$ cat config.mk
export PLATFORM = sky130hd
export DESIGN_NAME = alu4_nibble_sequencer
export DESIGN_NICKNAME = d
export VERILOG_FILES = /design/src/rtl/alu4_seq_pkg.sv /design/src/rtl/alu4_seq_ctrl.sv /design/src/rtl/alu4_nibble_sequencer.sv
export SDC_FILE = /design/constraint.sdc
export NUM_CORES = 1
export LEC_CHECK = 0
export CAP_MARGIN = 20
export CORE_MARGIN = 1
export CORE_UTILIZATION = 49
export DETAILED_ROUTE_END_ITERATION = 7
export PLACE_DENSITY = 0.79
export SKIP_CTS_REPAIR_TIMING = 1
export SYNTH_ARGS = -nofsm -noshare
export SYNTH_HDL_FRONTEND = slang
export SYNTH_HIERARCHICAL = 1
export SYNTH_SLANG_ARGS = --single-unit
$ cat constraint.sdc
create_clock -name clk -period 2.6 [get_ports clk]
set_clock_uncertainty 0.1 [all_clocks]
set_input_delay 0.39 -clock clk [delete_from_list [all_inputs] [get_ports clk]]
set_output_delay 0.39 -clock clk [all_outputs]
set_load 0.03 [all_outputs]
$ cat src/rtl/alu4_seq_pkg.sv
// Shared types and constants for the nibble-serial ALU sequencer.
// Holds the FSM state type, nibble width, index sizing and ALU op codes.
package alu4_seq_pkg;

   typedef enum logic [1:0] {
      IDLE,
      RUN,
      DONE
   } state_t;

   localparam int NIBBLE_W = 4;

   // Function select/mode pairs for the 4-bit slice
   localparam logic [3:0] ALU_OP_ADD_SEL  = 4'h9;
   localparam logic       ALU_OP_ADD_MODE = 1'b0;
   localparam logic [3:0] ALU_OP_XOR_SEL  = 4'h6;
   localparam logic       ALU_OP_XOR_MODE = 1'b1;

   // Index register width; a single-nibble build still needs one bit
   function automatic int idx_width(input int nib);
      return (nib > 1) ? $clog2(nib) : 1;
   endfunction

endpackage

$ cat src/rtl/alu4_seq_ctrl.sv
// Sequencer control: IDLE/RUN/DONE FSM, nibble index, handshakes.
// Ports: clk, rst_n, in_valid, out_ready in; in_ready, accept, run,
// last, out_valid, idx out.
module alu4_seq_ctrl
   import alu4_seq_pkg::*;
#(
   parameter int NIB   = 4,
   parameter int IDX_W = 2
) (
   input  logic             clk,
   input  logic             rst_n,
   input  logic             in_valid,
   input  logic             out_ready,
   output logic             in_ready,
   output logic             accept,
   output logic             run,
   output logic             last,
   output logic             out_valid,
   output logic [IDX_W-1:0] idx
);

   state_t state;

   // DONE with a consuming downstream frees the slot this cycle
   assign in_ready = (state == IDLE) |
                     ((state == DONE) & out_ready);
   assign accept   = in_valid & in_ready;
   assign run      = (state == RUN);
   assign last     = run & (idx == IDX_W'(NIB - 1));

   always_ff @(posedge clk or negedge rst_n) begin
      if (!rst_n) begin
         state     <= IDLE;
         idx       <= '0;
         out_valid <= 1'b0;
      end else begin
         unique case (state)
            IDLE: begin
               if (accept) begin
                  state <= RUN;
                  idx   <= '0;
               end
            end
            RUN: begin
               if (last) begin
                  state     <= DONE;
                  idx       <= '0;
                  out_valid <= 1'b1;
               end else begin
                  idx <= idx + IDX_W'(1);
               end
            end
            DONE: begin
               if (out_ready) begin
                  out_valid <= 1'b0;
                  idx       <= '0;
                  if (accept) state <= RUN;
                  else        state <= IDLE;
               end
            end
            default: begin
               state     <= IDLE;
               idx       <= '0;
               out_valid <= 1'b0;
            end
         endcase
      end
   end

endmodule

$ cat src/rtl/alu4_nibble_sequencer.sv
// Multi-cycle WIDTH-bit operation built from a 4-bit ALU slice.
// Ports: in_* request (valid/ready), alu_* slice drive/capture,
// out_* result (valid/ready). Optional macro ALU_FLAGS_EN enables
// registered out_zero/out_neg; otherwise they are tied 0.
module alu4_nibble_sequencer
   import alu4_seq_pkg::*;
#(
   parameter int WIDTH = 16,
   parameter int SEL_W = 4
) (
   input  logic             clk,
   input  logic             rst_n,
   input  logic             in_valid,
   output logic             in_ready,
   input  logic [WIDTH-1:0] in_a,
   input  logic [WIDTH-1:0] in_b,
   input  logic             in_cin,
   input  logic [SEL_W-1:0] in_sel,
   input  logic             in_mode,
   output logic [3:0]       alu_a,
   output logic [3:0]       alu_b,
   output logic             alu_cin,
   output logic [SEL_W-1:0] alu_sel,
   output logic             alu_mode,
   input  logic [3:0]       alu_f,
   input  logic             alu_cout,
   output logic             out_valid,
   input  logic             out_ready,
   output logic [WIDTH-1:0] out_data,
   output logic             out_cout,
   output logic             out_zero,
   output logic             out_neg
);

   localparam int NIB   = WIDTH / NIBBLE_W;
   localparam int IDX_W = idx_width(NIB);

   logic             accept;
   logic             run;
   logic             last;
   logic [IDX_W-1:0] idx;

   logic [WIDTH-1:0] a_q;
   logic [WIDTH-1:0] b_q;
   logic             cin_q;
   logic [SEL_W-1:0] sel_q;
   logic             mode_q;
   logic             carry;
   logic [WIDTH-1:0] res;
   logic [WIDTH-1:0] res_next;

   alu4_seq_ctrl #(
      .NIB   (NIB),
      .IDX_W (IDX_W)
   ) u_ctrl (
      .clk       (clk),
      .rst_n     (rst_n),
      .in_valid  (in_valid),
      .out_ready (out_ready),
      .in_ready  (in_ready),
      .accept    (accept),
      .run       (run),
      .last      (last),
      .out_valid (out_valid),
      .idx       (idx)
   );

   // Slice is fed only from latched operands
   assign alu_a    = a_q[NIBBLE_W*idx +: NIBBLE_W];
   assign alu_b    = b_q[NIBBLE_W*idx +: NIBBLE_W];
   assign alu_cin  = (idx == '0) ? cin_q : carry;
   assign alu_sel  = sel_q;
   assign alu_mode = mode_q;

   // Result with the current slice nibble merged in; on the last
   // nibble this is the complete word loaded into out_data
   always_comb begin
      res_next = res;
      res_next[NIBBLE_W*idx +: NIBBLE_W] = alu_f;
   end

   always_ff @(posedge clk or negedge rst_n) begin
      if (!rst_n) begin
         a_q      <= '0;
         b_q      <= '0;
         cin_q    <= 1'b0;
         sel_q    <= '0;
         mode_q   <= 1'b0;
         carry    <= 1'b0;
         res      <= '0;
         out_data <= '0;
         out_cout <= 1'b0;
      end else begin
         if (accept) begin
            a_q    <= in_a;
            b_q    <= in_b;
            cin_q  <= in_cin;
            sel_q  <= in_sel;
            mode_q <= in_mode;
         end
         if (run) begin
            res   <= res_next;
            carry <= alu_cout;
         end
         // Separate output register keeps the result stable while
         // a back-to-back operation rebuilds res
         if (last) begin
            out_data <= res_next;
            out_cout <= alu_cout;
         end
      end
   end

`ifdef ALU_FLAGS_EN
   logic zero_q;
   logic neg_q;

   always_ff @(posedge clk or negedge rst_n) begin
      if (!rst_n) begin
         zero_q <= 1'b0;
         neg_q  <= 1'b0;
      end else if (last) begin
         zero_q <= (res_next == '0);
         neg_q  <= res_next[WIDTH-1];
      end
   end

   assign out_zero = zero_q;
   assign out_neg  = neg_q;
`else
   assign out_zero = 1'b0;
   assign out_neg  = 1'b0;
`endif

endmodule
==> qor.txt, run 1 <==
status -> finished, final reports clean
most frequent cell after synthesis -> dfrtp_1
die width -> 85.6 um
GR Util All Layers -> 0.213
ys flop type -> dfrtp_1
drt total wl -> 7000 um
Buffers on Ports -> 79
chip height -> 85.6 um
FMAX -> 400 MHz
#FFs+latches synth -> 77
Area after DPL -> 0.00429 sq mm
relative slew slack -> 0.366
IO Pins -> 82
drc violations -> 0
fraction of layout cells with a size suffix above 1 -> 0.225
WHS -> 0.0633 ns
mux share of post-synthesis cell area -> 0.190
GP Congestion -> 0.778
fin. max-slew vios -> 0
Mapped Avg Cell Area -> 12.4 sq um
Post-synth EDFFs -> 0
CTS buffer count -> 9
root buffer cell -> clkbuf_8
Layout area overhead -> 30.8%
area of the die -> 0.00732 sq mm
top-area cell type share of the netlist area -> 0.563
Final #Nets -> 408
clock sink count -> 77
CP arrival -> 2.01 ns
Synth Warn # -> 6
CTS HTree Levels -> 3
wire length of the first global-routing pass -> 12000 um
row cnt -> 30
Critical Path, Cell by Cell -> buf_4 > mux4_2 > clkdlybuf4s50_1
register clock-pin slew on the reported worst setup and hold paths -> 0.08 ns
setup_tns -> 0 ns
Least-Margin Pin Slew -> 0.952 ns
post-synthesis cell type count -> 34
fin crit share -> 0.962
Routed Antenna Nets -> 0
diode count -> 0
DRT iter0 DRCs -> 169
dpl hpwl -> 4970 um
Power Dens Cells -> 1350 mW/mm^2
CTS tree -> yes
later-pin clock latency in the skew report -> 0.36 ns
Mapped Area -> 0.00342 sq mm
Tmin final -> 2.50 ns
cell count after synthesis -> 275
area leader, netlist -> dfrtp_1
Hold Crit Class -> input pin to async pin
ranking of synthesized cells by area -> dfrtp_1 (56%), mux2_2 (13%), mux4_2 (5.3%), nand2_1 (2.9%), a21oi_1 (2.5%)
core area -> 0.00676 sq mm
main combinational cell family by area after synthesis -> multiplexers
startpoint type of the worst setup path -> flip-flop
number of global-route vias before repair -> 2439
# fillers -> 515
DR pass1 iterations -> 4
Synth Area in Adders -> 0.0219
Seq/Total Area, Yosys -> 0.563
Max clock buf depth -> 2
vias per cell -> 5.49
pin count of the biggest net entering global routing -> 78
crit path max-delay cell type -> clkdlybuf4s50_1
simple-gate share of the synthesized area -> 0.103
post-synthesis xor/xnor area fraction -> 0
Synth async-reset ratio -> 1.00
post-route design area -> 0.00448 sq mm
Final Hold Viols -> 0
Initial Util -> 0.507
per-cell routed wire length -> 15.9 um
# setup viols final -> 0
CP required -> 2.11 ns
vias -> 2414
Synth Area in Compound Gates -> 0.0892
top cells by count, synth -> dfrtp_1 (77), mux2_2 (41), nand2_1 (26)
crit-path max FO -> 8
antenna violations before repair -> 0
grt total ovfl -> 0
CP endpoint kind -> output pin
RSZ-0062 raised after global routing -> false
Reg2Reg Depth -> 5
leak pwr -> 1.86 nW
critical path class -> flip-flop to output pin
Peak VDD IR -> 0.771 mV
slowest stage delay, CP -> 0.63 ns
Max-Cap Viols -> 0
[report_power, final]
part | internal [mW] | total, mW | leakage, nW | switching [mW]
Combinational | 1.45 | 3.03 | 0.831 | 1.59
Clock | 0.438 | 0.887 | 0.0987 | 0.449
Sequential | 1.79 | 2.13 | 0.932 | 0.345
Total | 3.67 | 6.05 | 1.86 | 2.38
[per-layer routing]
metal	vias up	wire [um]	GRT usage
met1	1171	3050	0.269
li1	1138	-	-
met5	-	0	0
met2	95	3210	0.338
met4	0	105	0.0818
met3	10	637	0.0789
[layout make-up]
cell class / instances / area [sq um] / area share
sequential: 77 / 1930 / 0.431
multi-input combinational: 177 / 1400 / 0.313
timing repair buffer: 84 / 836 / 0.187
clock buffer: 9 / 124 / 0.0277
tap: 80 / 100 / 0.0224
clock inverter: 7 / 66.3 / 0.0148
inverter: 6 / 22.5 / 0.00503
[cell usage in the layout (no fill, tap or decap), types with 2 or more instances in the layout]
cell	instances
mux4_2	8
a21oi_1	17
clkinv_2	4
nor2_1	19
nand2_1	26
inv_1	6
a32oi_1	8
and2b_2	4
mux2_2	41
nand2b_1	5
buf_4	6
ha_1	6
conb_1	2
o21ai_0	16
nand4_1	5
clkbuf_8	9
clkdlybuf4s50_1	77
dfrtp_1	76
a31oi_1	4
[kinds of logic (layout without fill, tap and decap cells)]
family	Yosys count	after routing
flops	77	77
simple gates	69	69
compound gates	50	50
mux	50	50
buf+inv	22	106
fa+ha+maj	6	6
other cells	1	2
[path summary, 6_finish.rpt]
| path | from | slack, ns | end |
|---|---|---|---|
| worst max-delay path | u_ctrl/idx[0]$_DFFE_PN0P_ | 0.1 | alu_a[3] |
| max in group asynchronous | rst_n | 1.64 | u_ctrl/idx[1]$_DFFE_PN0P_ |
| min in group clk | res[5]$_DFFE_PN0P_ | 0.39 | res[5]$_DFFE_PN0P_ |
| worst max register to register | u_ctrl/idx[1]$_DFFE_PN0P_ | 0.58 | res[9]$_DFFE_PN0P_ |
| worst min register to register | res[5]$_DFFE_PN0P_ | 0.39 | res[5]$_DFFE_PN0P_ |
| worst min-delay path | rst_n | 0.06 | out_data[7]$_DFFE_PN0P_ |
[critical path: cells and delay by family, from the launching register on]
family                 cells  cell delay [ns]
buffers and inverters      2             0.82
flip-flops                 1             0.35
multiplexers               1             0.50
[stage by stage]
stage | std cells | setup WS (ns) | power [mW] | utilization
6_report | 440 | 0.0997 | 6.05 | 0.663
5_1_grt | 440 | 0.00667 | 6.45 | 0.663
4_1_cts | 440 | 0.0408 | 6.09 | 0.662
3_5_place_dp | 424 | 0.199 | 5.20 | 0.634
2_1_floorplan | 276 | 0.662 | 4.11 | -
3_3_place_gp | 424 | 0.224 | 5.09 | 0.634
[state kept, by name, indices dropped and copies added, names as in the netlist]
name	flops
a_q	16
b_q	16
out_data	16
res	16
alu_sel	4
u_ctrl/idx	2
u_ctrl/state	2
alu_mode	1
carry	1
cin_q	1
out_cout	1
u_ctrl/out_valid	1
Note: power is estimated with default switching activity, not from simulation.
==> run 2, diff against run 1 <==
--- a/config.mk
+++ b/config.mk
@@ -7,9 +7,9 @@
 export LEC_CHECK = 0
 export CAP_MARGIN = 20
 export CORE_MARGIN = 1
-export CORE_UTILIZATION = 49
+export CORE_UTILIZATION = 45
 export DETAILED_ROUTE_END_ITERATION = 7
-export PLACE_DENSITY = 0.79
+export PLACE_DENSITY = 0.73
 export SKIP_CTS_REPAIR_TIMING = 1
 export SYNTH_ARGS = -nofsm -noshare
 export SYNTH_HDL_FRONTEND = slang
==> run 2 against run 1 <==
Effect of this change: design area increased by 2.0%; worst setup slack worse by 0.0011 ns; combinational power is essentially flat; non-clock buffer count unchanged; sequential share of layout area decreased by 0.80 points; first-iteration DRC count shrank 37%; critical path type unchanged; critical endpoint is now alu_a[0]; largest power group unchanged.
==> qor.txt, run 2 (same netlist as run 1, synthesis figures left out) <==
Routed Antenna Nets -> 0 (unchanged)
Reg2Reg Depth -> 5 (unchanged)
M2 GR Usage -> 0.306 (was 0.338)
RSZ-0062 raised after global routing -> false (unchanged)
IO Pins -> 82 (unchanged)
Tmin final -> 2.50 ns (about the same)
CTS tree -> yes (unchanged)
Power Dens Cells -> 1360 mW/mm^2 (was 1350 mW/mm^2)
critical path class -> flip-flop to output pin (unchanged)
CTS HTree Levels -> 3 (unchanged)
startpoint type of the worst setup path -> flip-flop (unchanged)
Layout area overhead -> 33.3% (was 30.8%)
PnR Total Power -> 6.20 mW (was 6.05 mW)
fin crit share -> 0.962 (about the same)
most frequent cells in the layout -> dfrtp_1 (75), clkdlybuf4s50_1 (72), mux2_2 (41) (was clkdlybuf4s50_1 (77), dfrtp_1 (76), mux2_2 (41))
DRT iter0 DRCs -> 107 (was 169)
Critical Path, Cell by Cell -> buf_12 > mux4_2 > clkdlybuf4s50_1 (was buf_4 > mux4_2 > clkdlybuf4s50_1)
dpl hpwl -> 4910 um (was 4970 um)
reg2reg end -> out_data[2]$_DFFE_PN0P_ (was res[9]$_DFFE_PN0P_)
M3 GR Usage -> 0.0803 (was 0.0789)
# setup viols final -> 0 (unchanged)
RR Startpoint -> u_ctrl/idx[1]$_DFFE_PN0P_ (unchanged)
register clock-pin slew on the reported worst setup and hold paths -> 0.08 ns (about the same)
slowest stage delay, CP -> 0.60 ns (was 0.63 ns)
Least-Margin Pin Slew -> 0.952 ns (about the same)
Final Hold Viols -> 0 (unchanged)
DR pass1 iterations -> 4 (unchanged)
GP Congestion -> 0.784 (was 0.778)
fin. max-slew vios -> 0 (unchanged)
Buffers on Ports -> 79 (unchanged)
CP arrival -> 2.01 ns (about the same)
drt total wl -> 6900 um (was 7000 um)
drc violations -> 0 (unchanged)
status -> finished, final reports clean (unchanged)
area of the die -> 0.00796 sq mm (was 0.00732 sq mm)
GR Util All Layers -> 0.193 (was 0.213)
row cnt -> 31 (was 30)
wire length of the first global-routing pass -> 11600 um (was 12000 um)
FMAX -> 400 MHz (about the same)
# fillers -> 607 (was 515)
later-pin clock latency in the skew report -> 0.33 ns (was 0.36 ns)
vias per cell -> 5.20 (was 5.49)
relative slew slack -> 0.365 (was 0.366)
Peak VDD IR -> 0.800 mV (was 0.771 mV)
crit path max-delay cell type -> clkdlybuf4s50_1 (unchanged)
chip height -> 89.2 um (was 85.6 um)
vias -> 2381 (was 2414)
crit-path max FO -> 9 (was 8)
Max-Cap Viols -> 0 (unchanged)
Most Crowded Layer GR -> met2 (unchanged)
clock sink count -> 77 (unchanged)
root buffer cell -> clkbuf_8 (unchanged)
antenna violations before repair -> 0 (unchanged)
number of global-route vias before repair -> 2435 (was 2439)
fraction of layout cells with a size suffix above 1 -> 0.223 (was 0.225)
Place WS -> 0.177 ns (was 0.199 ns)
leak pwr -> 1.93 nW (was 1.86 nW)
Initial Util -> 0.469 (was 0.507)
pin count of the biggest net entering global routing -> 78 (unchanged)
CP endpoint kind -> output pin (unchanged)
Reg2Reg Setup Slack -> 0.60 ns (was 0.58 ns)
CTS buffer count -> 9 (unchanged)
commonest non-fill, non-tap cell in the layout -> dfrtp_1 (was clkdlybuf4s50_1)
met1 usage -> 0.246 (was 0.269)
final setup margin -> 0.0986 ns (was 0.0997 ns)
Hold Crit Class -> input pin to async pin (unchanged)
Max clock buf depth -> 2 (unchanged)
die width -> 89.2 um (was 85.6 um)
Final #Nets -> 408 (unchanged)
diode count -> 0 (unchanged)
CP required -> 2.11 ns (about the same)
core area -> 0.00729 sq mm (was 0.00676 sq mm)
per-cell routed wire length -> 15.1 um (was 15.9 um)
grt total ovfl -> 0 (unchanged)
==> run 2: layout make-up <==
class                      count  area [sq um]  area share
clock buffer                  10           128      0.0280
clock inverter                 5           100      0.0219
inverter                       6          22.5     0.00493
multi-input combinational    177          1400       0.307
sequential                    77          1930       0.423
tap                           99           124      0.0271
timing repair buffer          84           861       0.189
==> run 2: per-stage QoR <==
step / hold WS (ns) / utilization / area (sq um) / instances / setup TNS, ns
final: 0.0995 / 0.626 / 4560 / 458 / 0
after global routing: 0.177 / 0.626 / 4560 / 458 / 0
after CTS: 0.126 / 0.624 / 4550 / 458 / -0.162
after detailed placement: 0.370 / 0.593 / 4320 / 443 / 0
after global placement: 0.362 / 0.593 / 4320 / 443 / 0
after floorplan: -0.00559 / - / 3430 / 276 / 0
==> run 2: how the worst max path moves through the flow <==
stage,start,slack (ns),end
floorplan,u_ctrl/idx[1]$_DFFE_PN0P_,0.66,out_data[0]$_DFFE_PN0P_
global placement,out_ready,0.22,in_ready
detailed placement,out_ready,0.18,in_ready
CTS,u_ctrl/idx[0]$_DFFE_PN0P_,-0.04,alu_a[1]
global route,u_ctrl/idx[0]$_DFFE_PN0P_,0.01,alu_a[0]
finish,u_ctrl/idx[0]$_DFFE_PN0P_,0.1,alu_a[0]
==> run 2: routing by layer <==
layer | vias to the layer above | routed length, um
met2 | 70 | 3290
met3 | 5 | 546
met5 | - | 0
met1 | 1167 | 3010
met4 | 0 | 53
li1 | 1139 | -
==> run 2: power by group <==
part	internal [mW]	leakage [nW]	switching, mW
sequential	1.79	0.930	0.348
combinational	1.45	0.882	1.58
clock	0.630	0.116	0.408
==> run 2: critical path: cells and delay by family, from the launching register on <==
kind                   cells  cell delay [ns]
DFF                        1             0.44
muxes                      1             0.49
buffers and inverters      2             0.76
